[config.mk]
export PLATFORM = sky130hd
export DESIGN_NAME = iob_wishbone2iob_reg
export DESIGN_NICKNAME = d
export VERILOG_FILES = /design/src/rtl/iob_wishbone2iob_reg.sv
export SDC_FILE = /design/constraint.sdc
export NUM_CORES = 1
export LEC_CHECK = 0
export CELL_PAD_IN_SITES_DETAIL_PLACEMENT = 0
export CELL_PAD_IN_SITES_GLOBAL_PLACEMENT = 1
export CORE_MARGIN = 10
export CORE_UTILIZATION = 31
export DETAILED_ROUTE_END_ITERATION = 10
export GPL_ROUTABILITY_DRIVEN = 0
export PLACE_DENSITY = 0.92
export SLEW_MARGIN = 20
export SYNTH_ARGS = -nofsm -noshare
export SYNTH_HDL_FRONTEND = slang
export SYNTH_SLANG_ARGS = --single-unit
[constraint.sdc]
create_clock -name clk_i -period 3.9 [get_ports clk_i]
set_input_delay 0.39 -clock clk_i [delete_from_list [all_inputs] [get_ports clk_i]]
set_output_delay 0.39 -clock clk_i [all_outputs]
set_load 0.03 [all_outputs]
[src/rtl/iob_wishbone2iob_reg.sv]
// Registered Wishbone-classic slave to IOb-native master bridge.
// One outstanding request; registered ack/err; optional watchdog.
//
// Optional feature macro: WB2IOB_TIMEOUT_EN (watchdog on unanswered REQ).
//
// Ports:
//   clk_i, rst_n_i           : clock, synchronous active-low reset
//   wb_adr_i .. wb_dat_i     : Wishbone request (slave side)
//   wb_ack_o, wb_err_o       : single-cycle registered termination
//   wb_dat_o                 : registered read data
//   valid_o, addr_o, wdata_o : IOb request (registered, frozen in REQ)
//   wstrb_o, sel_o           : write strobes (0 on reads), byte selects
//   rdata_i, ready_i, err_i  : IOb response; err_i qualified by ready_i
module iob_wishbone2iob_reg #(
   parameter int ADDR_W  = 32,
   parameter int DATA_W  = 32,
   parameter int TIMEOUT = 256
) (
   input  logic                clk_i,
   input  logic                rst_n_i,
   input  logic [ADDR_W-1:0]   wb_adr_i,
   input  logic [DATA_W/8-1:0] wb_sel_i,
   input  logic                wb_we_i,
   input  logic                wb_cyc_i,
   input  logic                wb_stb_i,
   input  logic [DATA_W-1:0]   wb_dat_i,
   output logic                wb_ack_o,
   output logic                wb_err_o,
   output logic [DATA_W-1:0]   wb_dat_o,
   output logic                valid_o,
   output logic [ADDR_W-1:0]   addr_o,
   output logic [DATA_W-1:0]   wdata_o,
   output logic [DATA_W/8-1:0] wstrb_o,
   output logic [DATA_W/8-1:0] sel_o,
   input  logic [DATA_W-1:0]   rdata_i,
   input  logic                ready_i,
   input  logic                err_i
);

   typedef enum logic [1:0] {
      S_IDLE,
      S_REQ,
      S_RESP
   } state_t;

   state_t r_state;
   logic   r_abort;
   logic   r_we;
   logic   w_abort;
   logic   w_expire;

   // A cycle with cyc low counts toward abort in that same cycle.
   assign w_abort = r_abort | ~wb_cyc_i;

`ifdef WB2IOB_TIMEOUT_EN
   localparam int CNT_W = $clog2(TIMEOUT + 1);

   logic [CNT_W-1:0] r_cnt;

   // Expiry fires on the TIMEOUT-th consecutive unanswered REQ cycle.
   assign w_expire = (r_state == S_REQ)
                   & (r_cnt == CNT_W'(TIMEOUT - 1));

   always_ff @(posedge clk_i) begin
      if (!rst_n_i) begin
         r_cnt <= '0;
      end else if (r_state != S_REQ) begin
         r_cnt <= '0;
      end else if (!ready_i) begin
         r_cnt <= r_cnt + CNT_W'(1);
      end
   end
`else
   logic w_unused_tmo;

   assign w_unused_tmo = (TIMEOUT > 1);
   assign w_expire     = 1'b0;
`endif

   // ack/err are registered on the edge that enters RESP, so they
   // are high exactly during the single RESP cycle.
   always_ff @(posedge clk_i) begin
      if (!rst_n_i) begin
         r_state  <= S_IDLE;
         r_abort  <= 1'b0;
         r_we     <= 1'b0;
         wb_ack_o <= 1'b0;
         wb_err_o <= 1'b0;
         wb_dat_o <= '0;
         valid_o  <= 1'b0;
         addr_o   <= '0;
         wdata_o  <= '0;
         wstrb_o  <= '0;
         sel_o    <= '0;
      end else begin
         wb_ack_o <= 1'b0;
         wb_err_o <= 1'b0;
         unique case (r_state)
            S_IDLE: begin
               if (wb_cyc_i & wb_stb_i) begin
                  addr_o  <= wb_adr_i;
                  wdata_o <= wb_dat_i;
                  sel_o   <= wb_sel_i;
                  wstrb_o <= wb_we_i ? wb_sel_i : '0;
                  r_we    <= wb_we_i;
                  r_abort <= 1'b0;
                  valid_o <= 1'b1;
                  r_state <= S_REQ;
               end
            end
            S_REQ: begin
               r_abort <= w_abort;
               if (ready_i) begin
                  valid_o <= 1'b0;
                  if (!r_we) begin
                     wb_dat_o <= rdata_i;
                  end
                  if (w_abort) begin
                     r_state <= S_IDLE;
                  end else begin
                     wb_ack_o <= ~err_i;
                     wb_err_o <= err_i;
                     r_state  <= S_RESP;
                  end
               end else if (w_expire) begin
                  valid_o <= 1'b0;
                  if (w_abort) begin
                     r_state <= S_IDLE;
                  end else begin
                     wb_err_o <= 1'b1;
                     r_state  <= S_RESP;
                  end
               end
            end
            S_RESP: begin
               r_state <= S_IDLE;
            end
            default: begin
               r_state <= S_IDLE;
            end
         endcase
      end
   end

endmodule

== Word-level counts from Yosys, hierarchy flattened ==
Cells that the tools add are included.
Storage, ports and cells
  register bits: 111
  output and inout bits: 107
Operators by class
  equal/unequal tests: 3
  reductions and logical operators: 8
  bitwise gates (word level): 8
  muxes and demuxes: 10
Operators with widths (count)
  2-bit two-way mux: 3
  1-bit NOT: 6
  2-bit AND reduction: 3
  3-bit AND reduction: 2
  4-bit two-way mux: 1
  2-bit != test (second input constant): 2
  1-bit one-hot mux with 2 select lines: 2
  2-bit one-hot mux with 2 select lines: 1
  4-bit OR reduction: 1
  1-bit two-way mux: 3
  2-bit by 1-bit == test with 1-bit output (second input constant): 1
  2-bit zero test: 1
  2-bit nonzero test: 1
  1-bit bitwise AND: 1
  1-bit OR: 1

== Logic depth before layout (Yosys ltp) ==
Gate-level depths: netlist of run 1.
  depth after elaboration: 5
  depth in mapped cells: 5

== Worst setup path before layout of run 1 ==
No wires, ideal clock.
  path kind: input -> register
  start: input port wb_cyc_i
  end: register addr_o[0]
  buffers on the path: 3
  cell stages on the path: 5
  slack: 2.575 ns
  required time: 3.828 ns
  data arrival time: 1.254 ns
  path through: nor4bb_1 -> buf_2 -> buf_6 -> buf_6 -> mux2i_1
On the way
  longest elaborated chain between the ends: 2
RTL lines
  start: declaration: line 24  | input logic wb_cyc_i,
  1-bit bitwise AND: line 100  | if (wb_cyc_i & wb_stb_i) begin
  2-bit AND reduction (no line)
  end signal: assignment: line 101  | addr_o <= wb_adr_i;
  end: declaration: line 31  | output logic [ADDR_W-1:0] addr_o,
Every way passes these cells.
A chain may end at the register's enable or synchronous reset.

== Worst setup path after layout of run 1 ==
  start: input port wb_cyc_i
  end: register wdata_o[30]
On the way
  longest elaborated chain between the ends: 2
RTL lines
  1-bit bitwise AND: line 100
  2-bit AND reduction (no line)
  end signal: assignment: line 102  | wdata_o <= wb_dat_i;
  end: declaration: line 32  | output logic [DATA_W-1:0] wdata_o,
Every way passes these cells.

==> flow_summary.ini, run 1 <==
[sta]
maxSlewHeadroom_pct = 46.6
hold_violations = 0
finalClockSkew_ns = 0.00491
worst_slack_ns = 2.08
setup_tns_ns = 0
timing.final.max_slew_violations = 0
fmax_ghz = 0.550
fin_crit_sh_pct = 46.7
finalSetupViolCount = 0
tightest_slew_ns = 0.801
min_period_ns = 1.82
rsz0062_at_grt = false

[synthesis]
syn_avg_cell_area_um2 = 9.17
synthArstFlopShare_pct = 0
synthCells = 478
synth_most_common_cell = nand2_1
ys_warn_count = 0
synthAdderAreaFrac_pct = 0
synthXorXnorAreaFrac_pct = 0
synth_top_family_by_area = multiplexers
yosysTopAreaCell = dfxtp_1
synthFlopType = dfxtp_1
ys_types = 20
synth_compound_gate_area_share_pct = 0.713
ys_top_cells_by_count = 206 x nand2_1, 111 x dfxtp_1, 105 x mux2i_1
synth_edf_count = 0
syn_area_um2 = 4390
syn_nets = 585
synthMuxAreaShare_pct = 24.0
synth-simple-area-share_pct = 19.6
yosysSeqAreaShare_pct = 50.7
synth_area_leaders = dfxtp_1 51%, mux2i_1 24%, nand2_1 18%, buf_2 1.6%, buf_6 1.3%
ys_ff_latch = 111
synth_top_area_share_pct = 50.7

[cells_and_area]
nFillCells = 1273
final_cells = 855
final_net_count = 778
multiInputGateArea_um2 = 1970
area_growth_syn_to_layout_pct = 57.2
stdcell_area_um2 = 6890
register_area_um2 = 2220
utilization_pct = 49.7
num_antenna_cells = 0
drive_gt1_share_pct = 3.41

[clocking]
postCtsSetupBuffers = 0
cts_hold_buffers = 0
cts_resized = 0
cts_buffers = 9
cts-root-buf = clkbuf_16
clock_path_buffers = 2
worstSkewPairLatency_ns = 0.34
clk_pin_slew_worst_paths_ns = 0.07
cts_tree = built
cts_sinks = 111
htree_levels = 3

[routing]
finalWirelength_mm = 13.1
wl_met1_mm = 5.26
final_antenna_net_count = 0
dr_total_vias = 3802
met3_length_mm = 1.30
drc = 0
drt_first_pass_iters = 5
detail_route.wl_per_cell_um = 15.3
drt_iter0_markers = 112
routed.top_layer = met4
via_per_inst = 4.45
wl_met2_mm = 6.33

[placement]
pre_cts_slack_ns = 1.70
place_inst = 840
place_hpwl_mm = 9.99
placed_cell_area_um2 = 6600
portBuffers = 213

[setup_path]
cp-start-kind = input pin
crit_fanout = 38
ff2ff_setup_slack_ns = 2.24
cp_data_arrival_time_ns = 2.09
critPathCapture = wdata_o[30]
cp-end-kind = register
timing.rr.start = r_state[1]
crit_path_start = wb_cyc_i
critPathRequiredTime_ns = 4.17
worstSetupPathType = in2reg
reg2reg_depth = 3
reg2reg_to = wdata_o[30]

[job]
maxCapViolCount = 0

[grt]
grt_pass1_wl_mm = 21.0
grt_pass1_vias = 3857
grtUsageTotal_pct = 13.2
grt_start_max_net_pins = 122
antenna_found_initial = 0
gr-total-overflow = 0

[die]
dieArea_um2 = 19300
core_area_um2 = 13900
die_h_um = 139
floorplan.rows = 43
fp.dieW_um = 139
start_util_pct = 31.6
io_pins = 214

[hold_path]
hold_class = reg2reg

[power_and_ir_drop]
ir_drop_mv = 0.197
p_per_area_nw_per_um2 = 373
power.leakage_uw = 0.00255

[outcome]
outcome = complete, no violations
## cell type report
class | count | share of cell area, %
tap | 180 | 3.27
sequential | 111 | 32.2
clock buffer | 12 | 3.58
inverter | 1 | 0.0545
clock inverter | 3 | 0.635
multi-input combinational | 329 | 28.6
timing repair buffer | 219 | 31.6
## layer usage
metal / vias to the layer above / GRT usage [%]
met1: 1730 / 14.2
met5: - / 0
met4: 0 / 3.46
li1: 1919 / -
met3: 11 / 7.09
met2: 142 / 22.3
## power by group
| part | internal (uW) | leakage, uW | switching [uW] | total, uW |
|---|---|---|---|---|
| Combinational | 230 | 0.00151 | 227 | 456 |
| Sequential | 1180 | 0.000904 | 26.1 | 1210 |
| Clock | 513 | 0.000143 | 393 | 906 |
## worst min path at each step
stage / start / to / cells past startpoint
after floorplan: r_we / r_we / 2
after global placement: wdata_o[23] / wdata_o[23] / 2
after detailed placement: wdata_o[19] / wdata_o[19] / 2
after CTS: addr_o[16] / addr_o[16] / 2
after global routing: addr_o[14] / addr_o[14] / 2
final: addr_o[16] / addr_o[16] / 2
## critical path: stages
cell and delay [ns]:
clkdlybuf4s50_1 0.50, nor4bb_4 0.32, buf_4 0.56, mux2i_1 0.27
## per-stage QoR
| step | hold slack, ns | power, uW |
|---|---|---|
| after CTS | 0.458 | 2610 |
| after global routing | 0.466 | 2690 |
| after floorplan | 0.435 | 1470 |
| after global placement | 0.441 | 1690 |
| final | 0.456 | 2570 |
| after detailed placement | 0.445 | 1700 |
## logic make-up (layout without fill, tap and decap cells)
| logic type | count (synthesis) | in the layout |
|---|---|---|
| muxes | 105 | 105 |
| DFF | 111 | 111 |
| buffers and inverters | 38 | 235 |
| and+or+nand+nor | 220 | 220 |
| AOI/OAI and AO/OA | 4 | 4 |
## placed cells by master, fill, tap and decap left out, drive strengths merged
cell / netlist / final
a22o: 1 / 1
and2: 1 / 1
buf: 28 / 7
bufinv: 0 / 1
clkbuf: 9 / 12
clkdlybuf4s50: 0 / 212
clkinv: 0 / 2
dfxtp: 111 / 111
inv: 1 / 1
mux2i: 105 / 105
nand2: 206 / 206
nand3: 4 / 4
nand3b: 2 / 2
nor2: 1 / 1
nor3: 3 / 3
nor3b: 1 / 1
nor4bb: 2 / 2
o21a: 1 / 1
o21ai: 1 / 1
o21ba: 1 / 1
## flip-flops by register name, summed over array words and instances (netlist names)
register / cells
addr_o: 32
r_abort: 1
r_state: 2
r_we: 1
sel_o: 4
valid_o: 1
wb_ack_o: 1
wb_dat_o: 32
wb_err_o: 1
wdata_o: 32
wstrb_o: 4
Note: power is estimated with default switching activity, not from simulation.
==> run 2, diff against run 1 <==
Settings changed: CORE_UTILIZATION 31 to 29, PLACE_DENSITY 0.92 to 0.87.
Clock period 3.9 ns to 1.75 ns, I/O delays scaled along.
==> run 2 against run 1 <==
Effect of this change: die area up 5.9%; critical endpoint is now wstrb_o[3]; count of clock-buffer cells in the layout increased by 1; critical path type is now reg2out; hold slack worse by 0.26 ns; via count is 0.79% higher; register-to-register slack worse by 2.0 ns; worst setup slack worse by 1.9 ns; first-iteration DRC count grew 25%; cell count is 1.6% higher; largest cell class is now non-clock buffers; power increased by 130%; critical path depth is 3 lower.
==> flow_summary.ini, run 2 (synthesized netlist as in run 1, its figures left out) <==
[setup_path]
crit_chain = clkdlybuf4s50_1
cp-end-kind = output port
crit_path_max_incr_delay_ns = 0.69
worst_path_dominant_cell_family = buffers and inverters
cp_num_buf_inv = 1
reg2reg_depth = 4
cpMaxStageDelayCell = clkdlybuf4s50_1
cp_data_arrival_time_ns = 1.41
crit_fanout = 2
crit_path_start = wstrb_o[3]
timing.rr.start = r_state[1]
worstSetupPathType = reg2out
critPathRequiredTime_ns = 1.57
reg2reg_to = addr_o[15]
ff2ff_setup_slack_ns = 0.29
cp-start-kind = register

[cells_and_area]
final_cells = 869
stdcell_area_um2 = 7060
area_growth_syn_to_layout_pct = 61.0
largest_registers = addr_o: 32 flops, wb_dat_o: 32 flops, wdata_o: 32 flops
multiInputGateArea_um2 = 1970
nFillCells = 1361
final_common_cell = clkdlybuf4s50_1
register_area_um2 = 2220
final_net_count = 787
drive_gt1_share_pct = 4.96
final_cell_mix = 212 x clkdlybuf4s50_1, 206 x nand2_1, 111 x dfxtp_1
num_antenna_cells = 0

[grt]
grt_pass1_vias = 3948
gr-total-overflow = 0
grt_pass1_wl_mm = 20.9
grt_start_max_net_pins = 47
antenna_found_initial = 0
grtUsageTotal_pct = 12.8

[sta]
min_period_ns = 1.59
worst_slack_ns = 0.163
timing.final.max_slew_violations = 0
finalClockSkew_ns = 0.00395
rsz0062_at_grt = false
hold_ws_ns = 0.198
finalSetupViolCount = 0
fmax_ghz = 0.630
setup_tns_ns = 0
maxSlewHeadroom_pct = 74.5
fin_crit_sh_pct = 90.7
hold_violations = 0
tightest_slew_ns = 0.382

[routing]
drt_first_pass_iters = 4
final_antenna_net_count = 0
drt_iter0_markers = 140
finalWirelength_mm = 13.7
detail_route.wl_per_cell_um = 15.8
via_per_inst = 4.41
drc = 0
dr_total_vias = 3832

[die]
dieArea_um2 = 20400
floorplan.rows = 44
start_util_pct = 29.8
core_area_um2 = 14700
die_h_um = 143
fp.dieW_um = 143
io_pins = 214

[clocking]
cts_tree = built
cts_resized = 0
htree_levels = 3
clk_pin_slew_worst_paths_ns = 0.07
cts_sinks = 111
clock_path_buffers = 2
cts-root-buf = clkbuf_16
cts_hold_buffers = 0
worstSkewPairLatency_ns = 0.35
cts_buffers = 9
postCtsSetupBuffers = 0

[placement]
pre_cts_slack_ns = 0.0213
placed_cell_area_um2 = 6750
place_hpwl_mm = 10.6
portBuffers = 213
place_inst = 853

[outcome]
outcome = complete, no violations

[hold_path]
hold_class = in2reg
min_to = wdata_o[3]
worstHoldPathCells = 3
min-delay-start = rst_n_i

[power_and_ir_drop]
power.leakage_uw = 0.00264
p_per_area_nw_per_um2 = 837
ir_drop_mv = 0.386

[job]
maxCapViolCount = 0
run 2: changes by cell type in the layout (fill, tap and decap cells not counted), sizes merged:
cell,before,now
buf,7,16
clkbuf,12,13
run 2: power by group:
part / switching (uW) / total (uW) / internal, uW
Combinational: 516 / 1060 / 544
Clock: 933 / 2160 / 1230
Sequential: 59.4 / 2690 / 2630
Total: 1510 / 5910 / 4400
run 2: cell type report:
type                            instances  area share, %
Multi-Input combinational cell        329           27.9
Clock inverter                          3          0.567
Tap cell                              184           3.26
Clock buffer                           13           3.83
Sequential cell                       111           31.5
Inverter                                1         0.0532
Timing Repair Buffer                  228           32.9
run 2: stage by stage:
| step | total power (uW) | util [%] |
|---|---|---|
| floorplan | 3270 | - |
| global placement | 3800 | 45.9 |
| detailed placement | 3820 | 45.9 |
| CTS | 6000 | 48.0 |
| global route | 6160 | 48.0 |
| finish | 5910 | 48.0 |
run 2: how the worst max path moves through the flow:
stage | end | slack [ns] | cells after the start
4_1_cts | wdata_o[14] | 0.13 | 1
3_5_place_dp | addr_o[7] | 0.02 | 5
2_1_floorplan | addr_o[0] | 0.48 | 5
3_3_place_gp | addr_o[16] | 0.08 | 5
6_report | wstrb_o[3] | 0.16 | 1
5_1_grt | wdata_o[14] | 0.11 | 1
run 2: layer usage:
layer / vias to the layer above / share of wire [%] / GRT usage, %
met2: 128 / 49 / 22.1
met3: 15 / 9.1 / 5.04
met4: 0 / 1.8 / 5.05
met5: - / 0 / 0
met1: 1744 / 40 / 13.9
li1: 1945 / - / -
==> run 3, diff against run 2 <==
Settings changed: HOLD_SLACK_MARGIN set to 0.08.
==> results of run 3 <==
Same layout as run 2: the final DEF is identical, and so are final timing and power.
